$ cat config.mk
export PLATFORM = sky130hd
export DESIGN_NAME = pipelined_addsub
export DESIGN_NICKNAME = d
export VERILOG_FILES = /design/src/rtl/pipelined_addsub_pkg.sv /design/src/rtl/pipelined_addsub_cs_adder_slice.sv /design/src/rtl/pipelined_addsub.sv
export SDC_FILE = /design/constraint.sdc
export NUM_CORES = 1
export LEC_CHECK = 0
export ABC_CLOCK_PERIOD_IN_PS = 22900
export BUFFER_PORTS_ARGS = -buffer_cell sky130_fd_sc_hd__buf_2
export CORE_UTILIZATION = 40
export CTS_BUF_LIST = sky130_fd_sc_hd__clkbuf_4 sky130_fd_sc_hd__clkbuf_8
export CTS_CLUSTER_DIAMETER = 80
export DETAILED_ROUTE_END_ITERATION = 10
export GPL_ROUTABILITY_DRIVEN = 0
export PLACE_DENSITY_LB_ADDON = 0.2
export SLEW_MARGIN = 20
export SYNTH_ARGS = -nofsm -noshare
export SYNTH_HDL_FRONTEND = slang
export SYNTH_SLANG_ARGS = --single-unit
$ cat constraint.sdc
create_clock -name clk -period 22.9 [get_ports clk]
set_input_delay 1.145 -clock clk [delete_from_list [all_inputs] [get_ports clk]]
set_output_delay 1.145 -clock clk [all_outputs]
set_load 0.05 [all_outputs]
$ cat src/rtl/pipelined_addsub_pkg.sv
// -----------------------------------------------------------------------------
// pipelined_addsub_pkg
//   Shared definitions for the pipelined add/subtract unit and its carry-skip
//   slices: operation encoding, default geometry and the half-width rule that
//   splits the carry chain between the two pipeline stages.
// -----------------------------------------------------------------------------
package pipelined_addsub_pkg;

    // Operation select carried alongside each operand beat.
    typedef enum logic {
        OP_ADD = 1'b0,
        OP_SUB = 1'b1
    } op_e;

    localparam int DEFAULT_WIDTH = 64;
    localparam int DEFAULT_BLOCK = 4;

    // The carry chain is cut in the middle: the low half resolves in stage 1,
    // the high half in stage 2.
    function automatic int half_width(input int width);
        return width / 2;
    endfunction

endpackage : pipelined_addsub_pkg

$ cat src/rtl/pipelined_addsub_cs_adder_slice.sv
// -----------------------------------------------------------------------------
// cs_adder_slice
//   Combinational W-bit carry-skip adder built from W/BLOCK ripple blocks.
//   A block whose bits all propagate forwards its carry-in directly to the next
//   block, bypassing its own ripple chain.
//
//   Parameters
//     W      slice width
//     BLOCK  ripple block size, must divide W
//   Ports
//     a, b   [W-1:0]  addends
//     cin             carry into bit 0
//     sum    [W-1:0]  a + b + cin (low W bits)
//     cout            carry out of bit W-1
// -----------------------------------------------------------------------------
module cs_adder_slice
    import pipelined_addsub_pkg::*;
#(
    parameter int W     = half_width(DEFAULT_WIDTH),
    parameter int BLOCK = DEFAULT_BLOCK
) (
    input  logic [W-1:0] a,
    input  logic [W-1:0] b,
    input  logic         cin,
    output logic [W-1:0] sum,
    output logic         cout
);

    localparam int NB = W / BLOCK;

    genvar gi;
    generate
        for (gi = 0; gi < NB; gi++) begin : blk
            logic [BLOCK-1:0] a_blk;
            logic [BLOCK-1:0] b_blk;
            logic [BLOCK-1:0] s_blk;
            logic             cin_blk;
            logic             ripple_cout;
            logic             skip;
            logic             cout_blk;

            assign a_blk = a[gi*BLOCK +: BLOCK];
            assign b_blk = b[gi*BLOCK +: BLOCK];

            // Each block takes its carry from the previous block's skip mux,
            // so the long path is one ripple block plus a chain of muxes.
            if (gi == 0) begin : g_first
                assign cin_blk = cin;
            end else begin : g_rest
                assign cin_blk = blk[gi-1].cout_blk;
            end

            always_comb begin
                logic c;
                c     = cin_blk;
                s_blk = '0;
                for (int j = 0; j < BLOCK; j++) begin
                    s_blk[j] = a_blk[j] ^ b_blk[j] ^ c;
                    c        = (a_blk[j] & b_blk[j]) | ((a_blk[j] ^ b_blk[j]) & c);
                end
                ripple_cout = c;
            end

            assign skip     = &(a_blk ^ b_blk);
            assign cout_blk = skip ? cin_blk : ripple_cout;

            assign sum[gi*BLOCK +: BLOCK] = s_blk;
        end
    endgenerate

    assign cout = blk[NB-1].cout_blk;

endmodule : cs_adder_slice

$ cat src/rtl/pipelined_addsub.sv
// -----------------------------------------------------------------------------
// pipelined_addsub
//   Two-stage pipelined add/subtract unit with valid/ready handshakes on both
//   sides. Stage 1 resolves the low half of the carry chain, stage 2 the high
//   half plus the flags. One beat per cycle is sustained under backpressure and
//   an empty stage 2 always pulls stage 1 forward.
//
//   Parameters
//     WIDTH  operand/result width (even, >= 8)
//     BLOCK  carry-skip block size (divides WIDTH/2)
//   Ports
//     clk, rst              clock, asynchronous active-high reset
//     in_valid / in_ready   operand handshake
//     in_op                 0 = add, 1 = subtract
//     in_a, in_b, in_cin    operands; in_cin is the borrow-in for subtract
//     out_valid / out_ready result handshake
//     out_sum               result
//     out_cout              carry-out (add) or borrow-out (subtract)
//     out_ovf               signed two's-complement overflow
//     out_zero              out_sum == 0 (meaningful only with out_valid)
// -----------------------------------------------------------------------------
module pipelined_addsub
    import pipelined_addsub_pkg::*;
#(
    parameter int WIDTH = DEFAULT_WIDTH,
    parameter int BLOCK = DEFAULT_BLOCK
) (
    input  logic             clk,
    input  logic             rst,
    input  logic             in_valid,
    output logic             in_ready,
    input  logic             in_op,
    input  logic [WIDTH-1:0] in_a,
    input  logic [WIDTH-1:0] in_b,
    input  logic             in_cin,
    output logic             out_valid,
    input  logic             out_ready,
    output logic [WIDTH-1:0] out_sum,
    output logic             out_cout,
    output logic             out_ovf,
    output logic             out_zero
);

    localparam int HALF = half_width(WIDTH);

    // ---------------------------------------------------------------- handshake
    logic adv1;
    logic adv2;

    // ------------------------------------------------------- stage 1 registers
    logic            s1_valid_reg;
    logic [HALF-1:0] s1_sum_lo_reg;
    logic            s1_carry_reg;
    logic [HALF-1:0] s1_a_hi_reg;
    logic [HALF-1:0] s1_b_hi_reg;
    op_e             s1_op_reg;

    // ------------------------------------------------------- stage 2 registers
    logic             s2_valid_reg;
    logic [WIDTH-1:0] s2_sum_reg;
    logic             s2_cout_reg;
    logic             s2_ovf_reg;
    logic             s2_zero_reg;

    // ---------------------------------------------------- stage 1 combinational
    logic [WIDTH-1:0] b_eff;
    logic             cin_eff;
    logic [HALF-1:0]  sum_lo_next;
    logic             carry_lo_next;

    // ---------------------------------------------------- stage 2 combinational
    logic [HALF-1:0]  sum_hi_next;
    logic             carry_hi_next;
    logic [WIDTH-1:0] sum_next;
    logic             cout_next;
    logic             ovf_next;
    logic             zero_next;

    // Stage 2 frees up whenever it is empty or its result is taken; stage 1
    // frees up whenever it is empty or stage 2 frees up.
    assign adv2     = !s2_valid_reg || out_ready;
    assign adv1     = !s1_valid_reg || adv2;
    assign in_ready = adv1;

    // Subtraction is A + ~B + ~borrow_in; inverting B and cin here keeps both
    // stages a plain adder.
    assign b_eff   = (in_op == OP_SUB) ? ~in_b : in_b;
    assign cin_eff = (in_op == OP_SUB) ? ~in_cin : in_cin;

    cs_adder_slice #(
        .W     (HALF),
        .BLOCK (BLOCK)
    ) u_slice_lo (
        .a    (in_a[HALF-1:0]),
        .b    (b_eff[HALF-1:0]),
        .cin  (cin_eff),
        .sum  (sum_lo_next),
        .cout (carry_lo_next)
    );

    always_ff @(posedge clk or posedge rst) begin
        if (rst) begin
            s1_valid_reg  <= 1'b0;
            s1_sum_lo_reg <= '0;
            s1_carry_reg  <= 1'b0;
            s1_a_hi_reg   <= '0;
            s1_b_hi_reg   <= '0;
            s1_op_reg     <= OP_ADD;
        end else if (adv1) begin
            s1_valid_reg  <= in_valid;
            s1_sum_lo_reg <= sum_lo_next;
            s1_carry_reg  <= carry_lo_next;
            s1_a_hi_reg   <= in_a[WIDTH-1:HALF];
            s1_b_hi_reg   <= b_eff[WIDTH-1:HALF];
            s1_op_reg     <= op_e'(in_op);
        end
    end

    cs_adder_slice #(
        .W     (HALF),
        .BLOCK (BLOCK)
    ) u_slice_hi (
        .a    (s1_a_hi_reg),
        .b    (s1_b_hi_reg),
        .cin  (s1_carry_reg),
        .sum  (sum_hi_next),
        .cout (carry_hi_next)
    );

    assign sum_next  = {sum_hi_next, s1_sum_lo_reg};
    // Borrow-out is the inverse of the adder carry when subtracting.
    assign cout_next = (s1_op_reg == OP_SUB) ? ~carry_hi_next : carry_hi_next;
    // Overflow: operands (after B inversion) share a sign the result lacks.
    assign ovf_next  = (s1_a_hi_reg[HALF-1] == s1_b_hi_reg[HALF-1])
                    && (sum_hi_next[HALF-1] != s1_a_hi_reg[HALF-1]);
    assign zero_next = ~|sum_next;

    always_ff @(posedge clk or posedge rst) begin
        if (rst) begin
            s2_valid_reg <= 1'b0;
            s2_sum_reg   <= '0;
            s2_cout_reg  <= 1'b0;
            s2_ovf_reg   <= 1'b0;
            s2_zero_reg  <= 1'b0;
        end else if (adv2) begin
            s2_valid_reg <= s1_valid_reg;
            s2_sum_reg   <= sum_next;
            s2_cout_reg  <= cout_next;
            s2_ovf_reg   <= ovf_next;
            s2_zero_reg  <= zero_next;
        end
    end

    assign out_valid = s2_valid_reg;
    assign out_sum   = s2_sum_reg;
    assign out_cout  = s2_cout_reg;
    assign out_ovf   = s2_ovf_reg;
    assign out_zero  = s2_zero_reg;

endmodule : pipelined_addsub

==> results of run 1 <==
critical path: cells and delay by family:
kind	cells	cell delay, ps
buf+inv	5	740
xor+xnor	1	250
compound gates	6	690
simple gates	5	510
fa+ha+maj	32	12400
mux	2	580
where the power goes:
part | switching, mW | internal, mW | total (mW) | leakage (nW)
clock | 0.112 | 0.105 | 0.217 | 0.197
sequential | 0.0562 | 0.370 | 0.427 | 1.95
combinational | 0.306 | 0.131 | 0.437 | 3.46
metal layers:
layer  part of all wire, %  track usage, %  up-vias
met5                  0.13               0        -
met1                    47            25.0     3130
met2                    47            29.5      145
met3                   4.6            4.46       23
li1                      -               -     3291
met4                   1.1            4.34        4
cell families (layout without fill, tap and decap cells):
kind of cell               Yosys count  in the layout  synth area share (%)
xor gates and xnor gates            66             66                  6.14
buffers and inverters              112            309                  4.67
and+or+nand+nor                    327            327                  14.3
other                                0              1                     0
muxes                               35             35                  4.13
AOI/OAI and AO/OA                   88             88                  5.07
adders and majority gates          128            128                  21.8
DFF                                167            167                  43.8
cell usage in the layout, fill, tap and decap left out, types with 4 or more instances in the layout:
cell        n
buf_2     201
xnor2_1    32
mux2_2     35
clkbuf_8   18
xor2_1     33
dfrtp_1   167
ha_1       64
buf_4       6
nand2_1   204
inv_1      69
nor2_1     73
a21oi_1    73
and4_1      4
fa_1       64
nor4_1     15
nand4_1    16
clkbuf_4    4
stage by stage:
step / hold slack (ps) / worst slack (ps) / cell area, um^2 / util, % / total power [mW]
3_3_place_gp: 445 / 6620 / 10800 / 46.3 / 0.868
5_1_grt: 493 / 6290 / 11200 / 48.0 / 1.15
2_1_floorplan: 435 / 7010 / 9530 / - / 0.745
4_1_cts: 471 / 6880 / 11200 / 48.0 / 1.09
3_5_place_dp: 451 / 6420 / 10800 / 46.3 / 0.875
6_report: 464 / 6920 / 11200 / 48.0 / 1.08
final cells by class:
cell class / count / area, um^2
antenna: 1 / 2.50
clock buffer: 22 / 278
clock inverter: 10 / 123
fill: 2326 / 12200
inverter: 70 / 270
multi-input combinational: 644 / 4930
sequential: 167 / 4180
tap: 319 / 399
timing repair buffer: 207 / 1050
worst paths after layout:
| kind | to | slack, ps |
|---|---|---|
| setup / recovery | s1_sum_lo_reg[31] | 6920 |
| max in group asynchronous | out_sum[25] | 20760 |
| hold / removal | out_sum[43] | 460 |
| hold reg to reg | out_sum[43] | 460 |
| min in group asynchronous | out_sum[21] | 840 |
| setup reg to reg | out_zero | 7000 |
==> results.md, run 1 <==
- Max clock buf depth: 2
- Max_slew headroom: 38.9%
- Lkg Pwr: 5.61 nW
- Synth cell types: 36
- Worst Setup SP: in_op
- Seq/Total Area, Yosys: 43.8%
- Drt pass-1 iters: 4
- Synth Instances: 923
- Synth cell count leaders: nand2_1 (205), dfrtp_1 (167), a21oi_1 (73), nor2_1 (73), inv_1 (70)
- Share of the clock period used by the worst path: 69.8%
- Unrepaired setup endpoints after global routing: no
- Worst Tran Pin Value: 917 ps
- Status: complete, no violations
- Drt wl/cell: 14.9 um
- Number of synthesized flops with an enable pin: 0
- Post-synth top area cell: dfrtp_1
- #FFs+latches synth: 167
- Dpl hpwl: 15.7 mm
- Core area: 23400 um^2
- Starting density of the core: 40.7%
- IO Port Bufs: 202
- CTS clk-pin slew, worst paths: 90 ps
- Layout cell share with drive strength beyond 1: 25.2%
- Initial DRC count: 258
- CTS tree: done
- Slowest CP cell: buf_4
- Gr ovfl total: 0
- Worst skew pair latency: 460 ps
- I/O pins: 203
- Final min period: 15980 ps
- Top area cells in the synthesized netlist: dfrtp_1 (44%), fa_1 (13%), ha_1 (8.4%)
- Asr flop ratio synth: 100%
- Setup Crit Path Kind: primary input to flop
- Syn Area/Cell: 10.3 um^2
- Count leader, synth: nand2_1
- Area Growth Syn to Fin: 17.8%
- Worst R2R Path Depth: 52
- Worst hold stages: 2
- Die W: 156 um
- Post-placement cell count: 1407
- Worst EP arrival: 16330 ps
- Aggregate routed wire length: 21.4 mm
- Num CTS Buffers: 17
- Root buf cell: clkbuf_8
- Worst EP required: 23250 ps
- Yosys top cell area share: 43.8%
- Peak VDD IR: 0.0000421 V
- Slew Limit Fails: 0
- Vias per Instance: 4.58
- Ys flop type: dfrtp_1
- Max_cap viols: 0
- Num rows: 56
- Max FFs per register: 64
- Peak fanout along the critical path: 34
- Most common cell on crit path: fa_1
- H-tree Lvls: 4
- Setup violators final: 0
- Post-CTS Hold Buffers: 0
- Final net count: 1369
- CP Capture Type: flop
- First-pass GRT wire length: 34.2 mm
- Finished Layout Cells: 1440
- Post-CTS Setup Inserts: 0
- Via count: 6593
- Max incr delay on CP: 430 ps
- Vias in the first global route: 6514
- Die area: 24500 um^2
- Critical path startpoint category: primary input
- Launching point of the worst reg2reg path: s1_carry_reg
- HP Class: flop to flop
- Gr usage total: 18.4%
- Largest net degree at the start of global routing: 109
- Cell Pwr Density: 96.3 nW/um^2
- Worst Skew: 18.4 ps
- F_max: 62.6 MHz
- Final ANT Viol Nets: 0
- TNS Setup: 0 ps
- Synthesis warning total: 0
- CTS sink count: 167
- Mapped cell area: 9530 um^2
- Worst Min Path Start: out_sum[43]
- CTS-repair resized insts: 0
- Hold Fails Final Rpt: 0
- Drt drc: 0
- Die Ht: 156 um
- Initial antenna violation count: 3
- Net Count, Synth: 1185
Power figures use the tool's default switching activity.
==> run 2, diff against run 1 <==
- ABC_CLOCK_PERIOD_IN_PS: 22900 -> 14600
- clock period: 22.9 -> 14.6 ns (I/O delays scaled with it)
==> results.md, run 2 (synthesized netlist as in run 1, its figures left out) <==
- Status: complete, no violations
- Layout cell share with drive strength beyond 1: 32.5% (+7.3 points)
- Placed instance area: 11000 um^2 (+2.0%)
- Worst EP required: 14980 ps (-8270 ps)
- Max incr delay on CP: 480 ps (+50 ps)
- Crit path max-delay family: adder cells
- Cell Pwr Density: 151 nW/um^2 (+57%)
- CTS tree: done
- Fin area: 11600 um^2 (+3.7%)
- Critical path startpoint category: flop
- Worst r2r dst: out_zero
- H-tree Lvls: 4 (unchanged)
- Most frequent cells in the layout: nand2_1 (202), buf_2 (201), dfrtp_1 (167)
- Lkg Pwr: 5.73 nW (+2.2%)
- CTS clk-pin slew, worst paths: 90 ps (about the same)
- Setup slack, reg-to-reg: 520 ps (-6480 ps)
- CP Capture Type: flop
- Share of the clock period used by the worst path: 96.4%
- Final net count: 1397 (+2.0%)
- Largest net degree at the start of global routing: 95 (-13%)
- CP Capture Point: out_zero
- Vias in the first global route: 6797 (+4.3%)
- Commonest non-fill, non-tap cell in the layout: nand2_1
- WP depth: 52 (+2.0%)
- Worst Skew: 18.3 ps (-0.0827 ps)
- Gr ovfl total: 0 (unchanged)
- Core area: 23400 um^2 (unchanged)
- Max_cap viols: 0 (unchanged)
- I/O pins: 203 (unchanged)
- TNS Setup: 0 ps (unchanged)
- Peak fanout along the critical path: 2 (-94%)
- F_max: 71.0 MHz
- Max FFs per register: 64 (unchanged)
- Worst Setup SP: s1_carry_reg
- Peak VDD IR: 0.0000650 V (+54%)
- Setup Crit Path Kind: flop to flop
- Power, Total: 1.76 mW (+63%)
- Starting density of the core: 40.7% (unchanged)
- Antenna diodes: 0 (-1)
- Hold Fails Final Rpt: 0 (unchanged)
- Num CTS Buffers: 17 (unchanged)
- Worst Path Buf+Inv: 2 (-3)
- Via count: 6726 (+2.0%)
- Die area: 24500 um^2 (unchanged)
- Unrepaired setup endpoints after global routing: yes
- Max clock buf depth: 2 (unchanged)
- Setup violators final: 0 (unchanged)
- Drt wl/cell: 14.9 um (about the same)
- Dpl hpwl: 16.0 mm (+1.9%)
- Slowest CP cell: fa_1
- IO Port Bufs: 202 (unchanged)
- Post-CTS Hold Buffers: 0 (unchanged)
- Vias per Instance: 4.58 (+0.14%)
- FF+latch area: 4180 um^2 (unchanged)
- Drt pass-1 iters: 6 (+2)
- Most common cell on crit path: fa_2
- Place WS: -754 ps (-7170 ps)
- Max_slew headroom: 36.8% (-2.1 points)
- Launching point of the worst reg2reg path: s1_carry_reg
- Worst Tran Pin Value: 948 ps (+31.4 ps)
- Die Ht: 156 um (unchanged)
- Finished Layout Cells: 1467 (+1.9%)
- Initial DRC count: 234 (-9.3%)
- Gr usage total: 18.8% (+0.39 points)
- Drt drc: 0 (unchanged)
- Filler Cells Inserted: 2272 (-2.3%)
- Worst R2R Path Depth: 52 (unchanged)
- Fin worst setup slack: 519 ps (-6400 ps)
- Root buf cell: clkbuf_8
- Multi-input logic area: 5120 um^2 (+3.9%)
- Slew Limit Fails: 0 (unchanged)
- Area Growth Syn to Fin: 22.1%
- HP Class: primary input to asynchronous set/reset pin
- Post-placement cell count: 1429 (+1.6%)
- Worst EP arrival: 14460 ps (-1870 ps)
- Initial antenna violation count: 3 (unchanged)
- Final min period: 14080 ps
- Die W: 156 um (unchanged)
- First-pass GRT wire length: 35.3 mm (+3.0%)
- Final ANT Viol Nets: 0 (unchanged)
- CTS sink count: 167 (unchanged)
- Num rows: 56 (unchanged)
- Aggregate routed wire length: 21.8 mm (+1.8%)
- Worst skew pair latency: 450 ps (about the same)
run 2: layout make-up:
type	instances	area share, %
clock inverter	14	1.47
tap	319	3.43
timing repair buffer	235	10.8
clock buffer	18	2.07
sequential	167	35.9
inverter	70	2.30
multi-input combinational	644	44.0
run 2: power by group:
part / internal [mW] / leakage (nW) / total, mW / switching [mW]
clock: 0.173 / 0.204 / 0.354 / 0.182
sequential: 0.581 / 1.95 / 0.672 / 0.0913
combinational: 0.240 / 3.58 / 0.731 / 0.491
total: 0.994 / 5.73 / 1.76 / 0.764
run 2: timing repair:
action,in CTS,in global routing
pin swaps,5,12
gates resized for setup,23,25
setup buffers,2,4
setup endpoints to repair,4,4
run 2: how the worst min path moves through the flow:
stage                  from            to  slack, ps  cells past startpoint
4_1_cts            in_valid  s1_valid_reg        440                      2
2_1_floorplan  s1_valid_reg     out_valid        430                      1
6_report                rst   out_sum[29]        410                      2
5_1_grt            in_valid  s1_valid_reg        450                      2
3_3_place_gp    out_sum[13]   out_sum[13]        450                      2
3_5_place_dp    out_sum[51]   out_sum[51]        450                      2
run 2: metrics by stage:
stage | hold slack, ps | util (%)
global route | 454 | 49.7
global placement | 445 | 47.2
detailed placement | 451 | 47.2
finish | 413 | 49.7
CTS | 441 | 49.3
floorplan | 435 | -
run 2: metal layers:
| layer | vias to the layer above | global-route usage, % | wire [um] |
|---|---|---|---|
| li1 | 3341 | - | - |
| met1 | 3236 | 25.1 | 10200 |
| met5 | - | 0 | 27 |
| met3 | 17 | 3.96 | 989 |
| met2 | 128 | 30.8 | 10300 |
| met4 | 4 | 5.04 | 210 |
run 2: worst register-to-register path: cells and delay by family (launching register included):
family	cells	cell delay, ps
AND/OR/NAND/NOR	12	1410
adder cells (fa/ha/maj)	32	11260
AO/OA/AOI/OAI	5	540
multiplexers	1	280
flip-flops	1	400
buffers and inverters	2	130
==> run 3, diff against run 2 <==
==> constraint.sdc (replaced) <==
create_clock -name clk -period 14.6 [get_ports clk]
set_input_delay 1.46 -clock clk [delete_from_list [all_inputs] [get_ports clk]]
set_output_delay 1.46 -clock clk [all_outputs]
set_load 0.05 [all_outputs]
==> results.md, run 3 (synthesized netlist as in run 1, its figures left out) <==
- Unrepaired setup endpoints after global routing: yes
- Hold Fails Final Rpt: 0 (unchanged)
- Finished Layout Cells: 1473 (+0.41%)
- Initial DRC count: 249 (+6.4%)
- TNS Setup: 0 ps (unchanged)
- Vias in the first global route: 6738 (-0.87%)
- Most common cell on crit path: fa_2
- Worst EP arrival: 14680 ps (+220 ps)
- Worst skew pair latency: 460 ps (about the same)
- Final ANT Viol Nets: 0 (unchanged)
- Post-placement cell count: 1431 (+0.14%)
- Max_slew headroom: 35.0% (-1.8 points)
- Peak VDD IR: 0.0000611 V (-6.1%)
- Starting density of the core: 40.7% (unchanged)
- Drt pass-1 iters: 6 (unchanged)
- Area Growth Syn to Fin: 23.4%
- Commonest non-fill, non-tap cell in the layout: nand2_1
- Multi-input logic area: 5130 um^2 (+0.27%)
- Setup Crit Path Kind: primary input to flop
- Die W: 156 um (unchanged)
- Share of the clock period used by the worst path: 98.2% (+1.8 points)
- Core area: 23400 um^2 (unchanged)
- Fin Hold WS: 465 ps (+52.1 ps)
- Die area: 24500 um^2 (unchanged)
- Aggregate routed wire length: 21.8 mm (about the same)
- First-pass GRT wire length: 35.0 mm (-0.69%)
- Most frequent cells in the layout: nand2_1 (204), buf_2 (200), dfrtp_1 (167)
- Gr ovfl total: 0 (unchanged)
- Slowest CP cell: fa_1
- Largest net degree at the start of global routing: 106 (+12%)
- Slew Limit Fails: 0 (unchanged)
- Peak fanout along the critical path: 2 (unchanged)
- FF+latch area: 4180 um^2 (unchanged)
- Drt drc: 0 (unchanged)
- Final min period: 14340 ps (+262 ps)
- Max FFs per register: 64 (unchanged)
- Status: complete, no violations
- CTS sink count: 167 (unchanged)
- Gr usage total: 18.7% (-0.080 points)
- Lkg Pwr: 5.78 nW (+0.90%)
- Highest Signal Layer: met5
- Worst Tran Pin Value: 975 ps (+27.0 ps)
- CP Capture Type: flop
- Worst Skew: 18.8 ps (+0.532 ps)
- I/O pins: 203 (unchanged)
- Vias per Instance: 4.56 (-0.57%)
- Max incr delay on CP: 390 ps (-90 ps)
- IO Port Bufs: 202 (unchanged)
- Num CTS Buffers: 17 (unchanged)
- Layout cell share with drive strength beyond 1: 33.3% (+0.84 points)
- M1 WL: 9.93 mm (-3.0%)
- Critical path startpoint category: primary input
- Met2 WL: 10.5 mm (+1.5%)
- Num rows: 56 (unchanged)
- Max clock buf depth: 2 (unchanged)
- Placed instance area: 11100 um^2 (+0.32%)
- Final Util: 50.3% (+0.53 points)
- H-tree Lvls: 4 (unchanged)
- Via count: 6715 (-0.16%)
- Wire length on met3: 1.20 mm (+22%)
- Worst hold stages: 2
- Worst R2R Path Depth: 52 (unchanged)
- Filler Cells Inserted: 2267 (-0.22%)
- Dpl hpwl: 16.1 mm (+0.66%)
- Setup violators final: 0 (unchanged)
- CTS tree: done
- CTS clk-pin slew, worst paths: 90 ps (about the same)
- F_max: 69.7 MHz (-1.8%)
- Root buf cell: clkbuf_8
- HP Class: flop to flop
- Cell Pwr Density: 152 nW/um^2 (+0.56%)
- Worst EP required: 14940 ps (-40 ps)
- Drt wl/cell: 14.8 um (-0.42%)
- Initial antenna violation count: 3 (unchanged)
- Final net count: 1401 (+0.29%)
- Max_cap viols: 0 (unchanged)
- Die Ht: 156 um (unchanged)
- Fin area: 11800 um^2 (+1.1%)
run 3: cell type report:
cell class / instances / share of cell area [%]
tap: 319 / 3.39
clock inverter: 14 / 1.77
sequential: 167 / 35.5
clock buffer: 18 / 2.11
timing repair buffer: 239 / 11.3
multi-input combinational: 644 / 43.6
inverter: 70 / 2.28
antenna: 2 / 0.0425
run 3: per-layer routing:
| layer | GRT usage, % | up-vias |
|---|---|---|
| li1 | - | 3350 |
| met1 | 24.8 | 3197 |
| met2 | 30.5 | 152 |
| met3 | 4.98 | 14 |
| met4 | 4.20 | 2 |
| met5 | 0 | - |
run 3: path summary, 6_finish.rpt:
check / slack [ps] / startpoint / end
worst max-delay path: 260 / in_b[0] / s1_sum_lo_reg[31]
worst min-delay path: 460 / out_sum[62] / out_sum[62]
worst max register to register: 380 / s1_carry_reg / out_zero
worst min register to register: 460 / out_sum[62] / out_sum[62]
max in group asynchronous: 12570 / rst / s1_b_hi_reg[18]
min in group asynchronous: 970 / rst / out_sum[31]
run 3: through the flow:
stage	power (mW)	worst slack, ps
finish	1.79	257
global route	1.91	-176
CTS	1.80	0.956
detailed placement	1.40	-796
global placement	1.39	-451
floorplan	1.17	-381
run 3: worst max-delay path: cells and delay by family:
family / cells / cell delay [ps]
and+or+nand+nor: 5 / 460
buffers and inverters: 5 / 350
adders and majority gates: 32 / 11180
muxes: 2 / 540
AOI/OAI and AO/OA: 6 / 530
xor gates and xnor gates: 1 / 150
run 3: timing repair:
action,4_1_cts,5_1_grt
setup endpoints to repair,5,6
setup buffers,5,2
endpoints found under the hold margin,0,0
pin swaps,10,12
hold buffers,0,0
resized for setup,27,25
run 3: power by group:
group / total, mW / internal [mW] / switching, mW
registers: 0.670 / 0.581 / 0.0894
clock network: 0.381 / 0.196 / 0.185
logic: 0.735 / 0.242 / 0.493
